$ cat src/rtl/seq_divider.sv
// rtl/seq_divider.sv - iterative restoring divider with start/busy/done handshake and compare flags
// Optional feature macro: SEQ_DIV_SIGNED_EN (adds op_signed port, FIX state, signed compares)
module seq_divider #(
   parameter int WIDTH = 16
) (
   input  logic             clk,
   input  logic             rst,
   input  logic             start,
`ifdef SEQ_DIV_SIGNED_EN
   input  logic             op_signed,
`endif
   input  logic [WIDTH-1:0] rs1,
   input  logic [WIDTH-1:0] rs2,
   output logic             busy,
   output logic             done,
   output logic [WIDTH-1:0] quotient,
   output logic [WIDTH-1:0] remainder,
   output logic             div_by_zero,
   output logic             greater,
   output logic             equal,
   output logic             less
);

   localparam int CNT_W = $clog2(WIDTH);
   localparam logic [CNT_W-1:0] LAST_CNT = CNT_W'(WIDTH - 1);

`ifdef SEQ_DIV_SIGNED_EN
   typedef enum logic [1:0] {IDLE, RUN, FIX, DONE} state_t;
`else
   typedef enum logic [1:0] {IDLE, RUN, DONE} state_t;
`endif

   state_t           state;
   logic [CNT_W-1:0] cnt;
   // rem_r is the running partial remainder; quo_r starts as the dividend
   // and fills with quotient bits from the bottom as dividend bits leave the top.
   logic [WIDTH-1:0] rem_r;
   logic [WIDTH-1:0] quo_r;
   logic [WIDTH-1:0] dvs_r;
   logic             gt_r;
   logic             eq_r;
   logic             lt_r;
`ifdef SEQ_DIV_SIGNED_EN
   logic             sgn_r;
   logic             neg_q;
   logic             neg_r;
`endif

   logic             sgn_req;
   logic             a_neg;
   logic             b_neg;
   logic [WIDTH-1:0] a_mag;
   logic [WIDTH-1:0] b_mag;
   logic             cmp_gt;
   logic             cmp_eq;
   logic             cmp_lt;

   // Accept-time decode: operand magnitudes and compare flags from the raw inputs
   always_comb begin
`ifdef SEQ_DIV_SIGNED_EN
      sgn_req = op_signed;
`else
      sgn_req = 1'b0;
`endif
      a_neg  = sgn_req & rs1[WIDTH-1];
      b_neg  = sgn_req & rs2[WIDTH-1];
      a_mag  = a_neg ? (-rs1) : rs1;
      b_mag  = b_neg ? (-rs2) : rs2;
      cmp_eq = (rs1 == rs2);
      if (sgn_req) begin
         cmp_lt = ($signed(rs1) < $signed(rs2));
      end else begin
         cmp_lt = (rs1 < rs2);
      end
      cmp_gt = ~cmp_eq & ~cmp_lt;
   end

   logic [WIDTH:0]   partial;
   logic [WIDTH:0]   trial;
   logic [WIDTH-1:0] rem_nxt;
   logic [WIDTH-1:0] quo_nxt;

   // One restoring step: a set top bit of the trial difference means it went negative
   always_comb begin
      partial = {rem_r, quo_r[WIDTH-1]};
      trial   = partial - {1'b0, dvs_r};
      rem_nxt = trial[WIDTH] ? partial[WIDTH-1:0] : trial[WIDTH-1:0];
      quo_nxt = {quo_r[WIDTH-2:0], ~trial[WIDTH]};
   end

   // Control FSM, iteration datapath and registered result outputs
   always_ff @(posedge clk) begin
      if (rst) begin
         state       <= IDLE;
         cnt         <= '0;
         rem_r       <= '0;
         quo_r       <= '0;
         dvs_r       <= '0;
         gt_r        <= 1'b0;
         eq_r        <= 1'b0;
         lt_r        <= 1'b0;
`ifdef SEQ_DIV_SIGNED_EN
         sgn_r       <= 1'b0;
         neg_q       <= 1'b0;
         neg_r       <= 1'b0;
`endif
         busy        <= 1'b0;
         done        <= 1'b0;
         quotient    <= '0;
         remainder   <= '0;
         div_by_zero <= 1'b0;
         greater     <= 1'b0;
         equal       <= 1'b0;
         less        <= 1'b0;
      end else begin
         done <= 1'b0;
         case (state)
            IDLE, DONE: begin
               if (start) begin
                  cnt   <= '0;
                  rem_r <= '0;
                  quo_r <= a_mag;
                  dvs_r <= b_mag;
                  gt_r  <= cmp_gt;
                  eq_r  <= cmp_eq;
                  lt_r  <= cmp_lt;
`ifdef SEQ_DIV_SIGNED_EN
                  sgn_r <= sgn_req;
                  neg_q <= a_neg ^ b_neg;
                  neg_r <= a_neg;
`endif
                  if (rs2 == '0) begin
                     // Divide by zero finishes immediately without iterating.
                     state       <= DONE;
                     done        <= 1'b1;
                     quotient    <= '1;
                     remainder   <= rs1;
                     div_by_zero <= 1'b1;
                     greater     <= cmp_gt;
                     equal       <= cmp_eq;
                     less        <= cmp_lt;
                  end else begin
                     state <= RUN;
                     busy  <= 1'b1;
                  end
               end else begin
                  state <= IDLE;
               end
            end
            RUN: begin
               rem_r <= rem_nxt;
               quo_r <= quo_nxt;
               cnt   <= cnt + 1'b1;
               if (cnt == LAST_CNT) begin
`ifdef SEQ_DIV_SIGNED_EN
                  if (sgn_r) begin
                     state <= FIX;
                  end else begin
`endif
                     state       <= DONE;
                     busy        <= 1'b0;
                     done        <= 1'b1;
                     quotient    <= quo_nxt;
                     remainder   <= rem_nxt;
                     div_by_zero <= 1'b0;
                     greater     <= gt_r;
                     equal       <= eq_r;
                     less        <= lt_r;
`ifdef SEQ_DIV_SIGNED_EN
                  end
`endif
               end
            end
`ifdef SEQ_DIV_SIGNED_EN
            FIX: begin
               // Restore signs; most-negative / -1 wraps back to most-negative.
               state       <= DONE;
               busy        <= 1'b0;
               done        <= 1'b1;
               quotient    <= neg_q ? (-quo_r) : quo_r;
               remainder   <= neg_r ? (-rem_r) : rem_r;
               div_by_zero <= 1'b0;
               greater     <= gt_r;
               equal       <= eq_r;
               less        <= lt_r;
            end
`endif
            default: begin
               state <= IDLE;
               busy  <= 1'b0;
            end
         endcase
      end
   end

endmodule
$ cat config.mk
export PLATFORM = sky130hd
export DESIGN_NAME = seq_divider
export DESIGN_NICKNAME = d
export VERILOG_FILES = /design/src/rtl/seq_divider.sv
export SDC_FILE = /design/constraint.sdc
export NUM_CORES = 1
export LEC_CHECK = 0
export BUFFER_PORTS_ARGS = -buffer_cell sky130_fd_sc_hd__buf_2
export CAP_MARGIN = 15
export CORE_MARGIN = 2
export CORE_UTILIZATION = 39
export CTS_CLUSTER_DIAMETER = 120
export DETAILED_ROUTE_END_ITERATION = 10
export HOLD_SLACK_MARGIN = 0.08
export PLACE_DENSITY = 0.68
export SETUP_SLACK_MARGIN = 0.5
export SYNTH_ARGS = -nofsm -noshare
export SYNTH_HDL_FRONTEND = slang
export SYNTH_SLANG_ARGS = --single-unit
$ cat constraint.sdc
create_clock -name clk -period 3.3 [get_ports clk]
set_input_delay 0.33 -clock clk [delete_from_list [all_inputs] [get_ports clk]]
set_output_delay 0.33 -clock clk [all_outputs]
set_load 0.01 [all_outputs]
### Word level (Yosys, flattened, before mapping)

Index checks and enable logic that the tools add are counted.
W data, S select, Z words.

* register bits after elaboration: 95
* output and inout bits: 38
* word-level logic and storage cells: 81

* add/sub/neg operators: 2
* $lt $le $gt $ge: 1
* equality and inequality tests: 8
* mux-type cells: 42
* bitwise operators: 4
* reduce and logical (&&, ||, !) cells: 8

Operators with widths (number)
* $mux W16: 9
* $pmux W16 S2: 4
* $mux W1: 17
* $sub A17 B16 Y17: 1
* $eq A16 B16 Y1: 1
* $logic_not A16 Y1: 1
* $lt A16 B16 Y1: 1
* $pmux W1 S2: 6
* $ne A2 B2 Y1 const B: 4
* $pmux W4 S2: 1
* $mux W2: 3
* $add A4 B1 Y4 const B: 1
* $eq A4 B4 Y1 const B: 1
* $mux W4: 1
* $pmux W2 S2: 1
* $reduce_and A2 Y1: 2
* $reduce_and A4 Y1: 1
* $not A1 Y1: 3
* $reduce_and A3 Y1: 1
* $eq A2 B1 Y1 const B: 1
* $eq A2 B2 Y1 const B: 1
* $logic_not A2 Y1: 1
* $reduce_bool A2 Y1: 1
* $reduce_or A2 Y1: 1
* $and A1 B1 Y1: 1

### Longest topological paths before layout

Gate-level depths: netlist of run 1.

* depth in word-level cells: 6
* gate-level depth with buffers: 11
* gate-level depth less buffers: 10

### Least setup slack after synthesis of run 1

No wires, ideal clock.

* path type: flip-flop to flip-flop
* from: register quo_r[15]
* to: register rem_r[9]
* library setup time: 117 ps
* arrival time: 2471 ps
* data required time: 3183 ps
* setup slack: 712 ps
* stages on the path, launching flop included: 12
* clock period less this slack: 2588 ps
* cells stage by stage: dfxtp_1 > inv_1 > ha_1 > fa_1 > nor2b_4 > o31a_4 > a41oi_4 > o21a_4 > o21ai_2 > buf_2 > nand3_1 > a32o_1

* word-level cells in the longest chain between the ends: 3

Ends and longest elaborated chain
* start: declaration: RTL line 38 `logic [WIDTH-1:0] quo_r;`
* start signal: assignment: RTL line 122 `quo_r <= a_mag;`
* start signal: assignment: RTL line 152 `quo_r <= quo_nxt;`
* $sub A17 B16 Y17: RTL line 86 `trial = partial - {1'b0, dvs_r};`
* $mux W16: RTL line 87 `rem_nxt = trial[WIDTH] ? partial[WIDTH-1:0] : trial[WIDTH-1:0];`
* $pmux W16 S2: RTL line 117 `case (state)`
* end signal: assignment: RTL line 151 `rem_r <= rem_nxt;`
* end: declaration: RTL line 37 `logic [WIDTH-1:0] rem_r;`

No other way between the ends.
A chain may end at the register's enable or synchronous reset.

### Final worst setup path of run 1

* from: register quo_r[15]
* to: register rem_r[4]

The elaborated chain is that of the path after synthesis.

==> run_results.csv, run 1 <==
group,metric,value,unit
outcome,outcome,"finished, final reports clean",
routing,num_vias,5170,
cts,cts.htree.levels,3,
floorplanning,start_util,0.397,
setup_path,cp_max_fo,16,
pwr,p_leak,2.60,nW
grt,overflow,0,
layout,fillers,1263,
sta,setup_viol,0,
setup_path,crit_start,"quo_r[15]$_SDFFE_PP0P_",
worst_hold_path,holdCritStartpoint,"rs2[12]",
floorplanning,fp.dieW,120,um
cts,clk_pin_slew,0.07,ns
setup_path,cp_num_buf_inv,2,
place,port_buffers,72,
layout,final_common_cell,"nand2_1",
floorplanning,die_y,120,um
setup_path,r2r-start,"quo_r[15]$_SDFFE_PP0P_",
grt,grt_max_degree,49,
layout,seq_area,1900,um2
sta,clock_skew,0.00831,ns
routing,route.detailed.drc,0,
cts,cts-root-buf,"clkbuf_16",
synth,synth.distinct_cells,56,
setup_path,rrSetupSlack,0.57,ns
layout,antenna_cells,0,
setup_path,reg2reg_to,"rem_r[4]$_SDFFE_PP0P_",
layout,multi_input_area,3020,um2
layout,syn2layout_area_growth,18.1,%
cts,clkSinkCount,95,
sta,min_period_over_period,0.827,
layout,most-common-layout-cells,"nand2_1, dfxtp_1, buf_2",
pwr,irDropWorstVdd,358,uV
routing,dr.pass1.iters,5,
layout,drive_above_1_share,0.216,
run,max-cap-violations,0,
pwr,total_power,4.34,mW
place,gp_routability_congestion,0.901,
cts,cts_hold_buf,0,
cts,cts_tree,"done",
setup_path,critPathMaxStageDelay,0.40,ns
grt,grt.total_usage,0.219,
sta,worst_pin_slew,0.801,ns
sta,timing.slew.headroom,0.464,
setup_path,cp_top_family,"compound AO/OA/AOI/OAI gates",
worst_hold_path,hold_path.class,"input port to flop",
floorplanning,die_area,14300,um2
synth,async_reset_ff_frac,0,
synth,ys.flop_type,"dfxtp_1",
setup_path,cp.arrival,2.97,ns
synth,synth_top_area_frac,0.365,
cts,clock_latency,0.35,ns
sta,max_freq,366,MHz
synth,ys_seq_area_frac,0.365,
worst_hold_path,min_to,"dvs_r[12]$_SDFFE_PP0P_",
place,dp_hpwl,11400,um
grt,antenna_found_initial,0,
synth,synth_area_leader_cell,"dfxtp_1",
grt,first_global_vias,4819,
sta,fin_ws,0.570,ns
synth,synthesis.area,5210,um2
synth,synth_edf_count,0,
sta,drv_slew,0,
routing,drtIter0Drc,483,
setup_path,r2r_cells,11,
synth,ys_ff_latch,95,
setup_path,start_kind,"flop",
worst_hold_path,min_path_cells,3,
synth,synth.area.top_cells,"dfxtp_1, ha_1, nand2_1, a21oi_1, o221a_2",
routing,postRouteAntennaNets,0,
sta,grt_setup_unrepaired,"no",
pwr,powerDensity,705,nW/um2
synth,synth_nets,709,
layout,final_nets,772,
synth,yosysWarningCount,0,
cts,cts_buffer_depth,2,
floorplanning,top_level_ports,73,
sta,min_period,2.73,ns
setup_path,path_cells,"inv_1 > ha_1 > fa_2 > nor2b_4 > o31a_4 > a41oi_4 > o21a_4 > nor3_2 > buf_6 > or3_1 > a32o_1",
grt,grt_pass1_wl,25000,um
routing,wl_per_cell,17.8,um
sta,tns,0,ns
cts,cts_made_buffers,9,
routing,wirelength,15800,um
routing,routed_via_density,5.85,
synth,syn_inst,640,
setup_path,critical_path.endpoint_type,"flop",
sta,final-hold-violation-count,0,
setup_path,critical_path_class,"flop to flop",
floorplanning,core,13100,um2
synth,avgSynthCellArea,8.14,um2
setup_path,required,3.54,ns
floorplanning,core.rowCount,42,
place,dp_slack,0.299,ns
setup_path,crit_slowest_cell,"or3_1",
[tightest hold or removal path: stages]
cell and delay [ns]:
buf_2 0.11, nand2_1 0.05, a21oi_1 0.05
[kinds of logic (layout without fill, tap and decap cells)]
logic type	after synthesis	in the layout	synth area share
AOI/OAI and AO/OA	206	206	0.287
xor gates and xnor gates	10	10	0.0168
adders and majority gates	34	34	0.0831
buffers and inverters	83	151	0.0631
DFF	95	95	0.365
and+or+nand+nor	212	212	0.185
[timing repair]
item / CTS / global route
cloned: 0 / 0
endpoints found under the setup margin: 22 / 29
resized for setup: 3 / 6
pin swaps: 1 / 1
buffers inserted: 0 / 5
[where the power goes]
group / total [mW] / switching, mW / internal, mW
Combinational: 1.90 / 1.13 / 0.767
Clock: 1.14 / 0.458 / 0.682
Sequential: 1.30 / 0.0721 / 1.22
Total: 4.34 / 1.66 / 2.67
[metal layers]
layer	routed length (um)	global-route usage	up-vias
met5	0	0	-
met4	410	0.0824	0
met3	1140	0.0356	32
met2	7110	0.339	226
met1	7090	0.307	2456
li1	-	-	2456
[cell type report]
type,instances,share of cell area
inverter,41,0.0250
clock buffer,10,0.0388
multi-input combinational,462,0.490
sequential,95,0.309
tap,176,0.0358
clock inverter,6,0.0136
timing repair buffer,94,0.0872
[how the worst max path moves through the flow]
stage	end	slack [ns]	cells after the start
2_1_floorplan	rem_r[9]$_SDFFE_PP0P_	0.71	11
3_3_place_gp	quotient[0]$_SDFFE_PP0P_	0.41	10
3_5_place_dp	rem_r[6]$_SDFFE_PP0P_	0.30	10
4_1_cts	rem_r[4]$_SDFFE_PP0P_	0.51	10
5_1_grt	rem_r[4]$_SDFFE_PP0P_	0.51	9
6_report	rem_r[4]$_SDFFE_PP0P_	0.57	11
[flip-flops by register name, summed over array words and instances, names as in the netlist, 2 cells and up]
register,cells
quotient,16
state,2
rem_r,16
quo_r,16
cnt,4
dvs_r,16
remainder,16
[through the flow]
step | hold WS, ns | util | std cells | instance area, um2
2_1_floorplan | 0.436 | - | 640 | 5210
3_3_place_gp | 0.442 | 0.438 | 863 | 5750
3_5_place_dp | 0.449 | 0.438 | 863 | 5750
4_1_cts | 0.246 | 0.464 | 879 | 6100
5_1_grt | 0.263 | 0.468 | 884 | 6150
6_report | 0.250 | 0.468 | 884 | 6150
[cells in the mapped netlist, types with 3 or more instances]
master / instances
buf_1: 3
inv_1: 40
nand2_1: 100
a32o_1: 7
nand3_1: 19
ha_1: 33
nor4_1: 4
clkbuf_1: 29
a31o_2: 7
nor2b_1: 3
o32ai_1: 6
o31ai_1: 5
o221a_2: 16
nor3_1: 9
a211oi_1: 6
dfxtp_1: 95
xor2_1: 6
a311oi_1: 19
o211ai_1: 9
or2_2: 4
and3_1: 4
a21o_1: 12
o21a_1: 10
or3_1: 7
o21ai_0: 25
nand4_1: 11
xnor2_1: 4
buf_2: 8
a21oi_1: 60
a31oi_1: 7
nor2_1: 41
(Power assumes the default switching activity.)
==> inputs of run 2 (changes only) <==
Settings changed: ABC_AREA set to 1, PLACE_DENSITY 0.68 to 0.67.
Clock period 3.3 ns to 2.7 ns, I/O delays scaled along.
==> run 2 against run 1 <==
Effect of this change: fmax is 25% higher; clock power is 17% higher; register-to-register slack worse by 0.06 ns; global-route usage is 2.1 points lower; largest power group is now registers; critical path depth is 5 higher; via count is 7.4% higher; combinational power is 24% lower; wire length is 0.86% higher; cell area is 13% higher; core utilization is 1.0 points higher; synthesized cell count is 35% higher; hold slack worse by 0.074 ns.
==> run_results.csv, run 2 <==
group,metric,value,unit
outcome,outcome,"finished, final reports clean",
synth,avgSynthCellArea,6.75,um2
run,max-cap-violations,0,
place,dp_hpwl,11100,um
grt,grt_pass1_wl,25400,um
floorplanning,die_area,15900,um2
cts,cts-root-buf,"clkbuf_16",
synth,ys_seq_area_frac,0.327,
worst_hold_path,holdCritStartpoint,"rs2[7]",
routing,postRouteAntennaNets,0,
sta,grt_setup_unrepaired,"yes",
floorplanning,die_y,126,um
place,port_buffers,72,
routing,wl_per_cell,14.3,um
layout,most-common-layout-cells,"nand2_1, inv_1, dfxtp_1",
sta,drv_slew,0,
floorplanning,core,14500,um2
sta,tns,0,ns
synth,async_reset_ff_frac,0,
sta,timing.slew.headroom,0.486,
synth,synth_nets,930,
cts,cts_made_buffers,9,
synth,ys_ff_latch,95,
grt,antenna_found_initial,0,
layout,final_cell_count_no_fill,1115,
setup_path,cp_max_fo,4,
setup_path,r2r-start,"quo_r[15]$_SDFFE_PP0P_",
routing,wirelength,15900,um
synth,syn_inst,861,
routing,num_vias,5550,
sta,min_period_over_period,0.810,
synth,synth_top_area_frac,0.327,
layout,seq_area,1910,um2
worst_hold_path,min_to,"dvs_r[7]$_SDFFE_PP0P_",
sta,min_period,2.19,ns
layout,multi_input_area,3360,um2
setup_path,reg2reg_to,"remainder[6]$_SDFFE_PP0P_",
place,gp_routability_congestion,0.894,
sta,clock_skew,0.00987,ns
routing,routed_via_density,4.98,
layout,fillers,1477,
cts,clkSinkCount,95,
layout,antenna_cells,0,
synth,synthTopCellsByCount,"nand2_1, inv_1, dfxtp_1",
floorplanning,start_util,0.400,
floorplanning,core.rowCount,44,
pwr,sw_frac_of_total,0.371,
cts,cts_buffer_depth,2,
grt,first_global_vias,5180,
grt,grt_max_degree,57,
setup_path,critical_path.endpoint_type,"flop",
layout,syn2layout_area_growth,19.6,%
grt,overflow,0,
grt,grt.total_usage,0.198,
pwr,p_int,2.72,mW
layout,final_nets,995,
synth,synth.area.top_cells,"dfxtp_1, nand2_1, inv_1, ha_1, nand3_1",
pwr,powerDensity,621,nW/um2
place,dp_cells,1091,
pwr,total_power,4.32,mW
pwr,p_leak,3.82,nW
cts,clock_latency,0.36,ns
cts,cts_hold_buf,0,
setup_path,rrSetupSlack,0.51,ns
worst_hold_path,hold_path.class,"input port to flop",
floorplanning,fp.dieW,126,um
synth,yosysWarningCount,0,
synth,yosysMostFrequentCell,"nand2_1",
synth,synthesis.area,5820,um2
cts,cts_tree,"done",
floorplanning,top_level_ports,73,
sta,setup_viol,0,
cts,clk_pin_slew,0.07,ns
setup_path,r2r_cells,16,
sta,max_freq,458,MHz
setup_path,required,3.00,ns
setup_path,start_kind,"flop",
pwr,pwr-share-comb,0.332,
cts,cts.htree.levels,3,
pwr,switchingPower,1.60,mW
pwr,p_seq_frac,0.359,
pwr,clkPwrFrac,0.309,
worst_hold_path,min_path_cells,3,
routing,route.detailed.drc,0,
synth,synth.distinct_cells,35,
layout,drive_above_1_share,0.214,
routing,drtIter0Drc,386,
synth,synth_edf_count,0,
synth,ys.flop_type,"dfxtp_1",
setup_path,cp.arrival,2.49,ns
synth,synth_area_leader_cell,"dfxtp_1",
routing,dr.pass1.iters,5,
sta,worst_pin_slew,0.772,ns
sta,final-hold-violation-count,0,
pwr,irDropWorstVdd,368,uV
layout,final_common_cell,"nand2_1",
setup_path,critical_path_class,"flop to flop",
-- run 2: changes by cell type after synthesis, moves of 12 or more --
cell,change
a21o_1,-12
nand2_2,+13
nand2_1,+87
o21ai_0,+34
inv_1,+125
a311oi_1,-19
o221a_2,-16
nand3_2,+17
clkbuf_1,-16
nand3_1,+48
a21oi_1,-13
inv_2,+16
-- run 2: per-stage QoR --
step	utilization	instance area, um2	setup slack [ns]	hold slack [ns]
after global placement	0.432	6280	0.473	0.457
after CTS	0.459	6670	0.504	0.169
after global routing	0.479	6960	0.410	0.194
final	0.479	6960	0.514	0.177
after detailed placement	0.432	6280	0.404	0.463
after floorplan	-	5820	0.669	0.411
-- run 2: cell families after synthesis --
kind of cell               synth area share
and+or+nand+nor                       0.296
buffers and inverters                 0.154
AOI/OAI and AO/OA                     0.138
DFF                                   0.327
adders and majority gates            0.0744
xor gates and xnor gates             0.0105
-- run 2: cell type report --
class / instances / share of cell area
sequential: 95 / 0.274
clock buffer: 10 / 0.0343
tap: 184 / 0.0331
timing repair buffer: 84 / 0.0683
clock inverter: 6 / 0.00971
inverter: 181 / 0.0976
multi-input combinational: 555 / 0.483
-- run 2: critical path, stage by stage (launching register included) --
cell	delay [ns]
dfxtp_2	0.35
inv_2	0.05
ha_4	0.16
fa_2	0.40
inv_2	0.07
nand2_1	0.04
nand2_1	0.10
nand3_2	0.07
nand2_2	0.10
nand2_4	0.11
nand2_8	0.11
nand2_8	0.09
nand2_4	0.12
nand3_1	0.14
nand3_2	0.14
nand2_1	0.05
inv_1	0.04
-- run 2: power by group through the flow --
stage                     clock (mW)  combinational (mW)  sequential, mW
after global routing            1.41                1.59            1.56
after detailed placement           0                1.17            1.57
after floorplan                    0               0.973            1.56
after CTS                       1.36                1.27            1.54
final                           1.33                1.44            1.55
after global placement             0                1.16            1.57
-- run 2: worst max-delay path by stage --
stage                      startpoint  slack [ns]                        end
3_5_place_dp   quo_r[15]$_SDFFE_PP0P_        0.40  remainder[2]$_SDFFE_PP0P_
4_1_cts        quo_r[15]$_SDFFE_PP0P_        0.50      rem_r[2]$_SDFFE_PP0P_
3_3_place_gp   quo_r[15]$_SDFFE_PP0P_        0.47  remainder[2]$_SDFFE_PP0P_
5_1_grt        quo_r[15]$_SDFFE_PP0P_        0.41  remainder[6]$_SDFFE_PP0P_
2_1_floorplan  quo_r[15]$_SDFFE_PP0P_        0.67     rem_r[15]$_SDFFE_PP0P_
6_report       quo_r[15]$_SDFFE_PP0P_        0.51  remainder[6]$_SDFFE_PP0P_
-- run 2: metal layers --
layer  track usage  up-vias  wire (um)
met3        0.0251       20        732
li1              -     2859          -
met2         0.328      138       7620
met5             0        -          0
met1         0.265     2533       7250
met4        0.0692        0        278
-- run 2: what timing repair did --
item | 4_1_cts | 5_1_grt
endpoints found under the hold margin | 0 | 0
resized for setup | 10 | 45
pin swaps | 3 | 21
gates cloned | 2 | 2
setup endpoints to repair | 32 | 34
setup buffers | 0 | 4
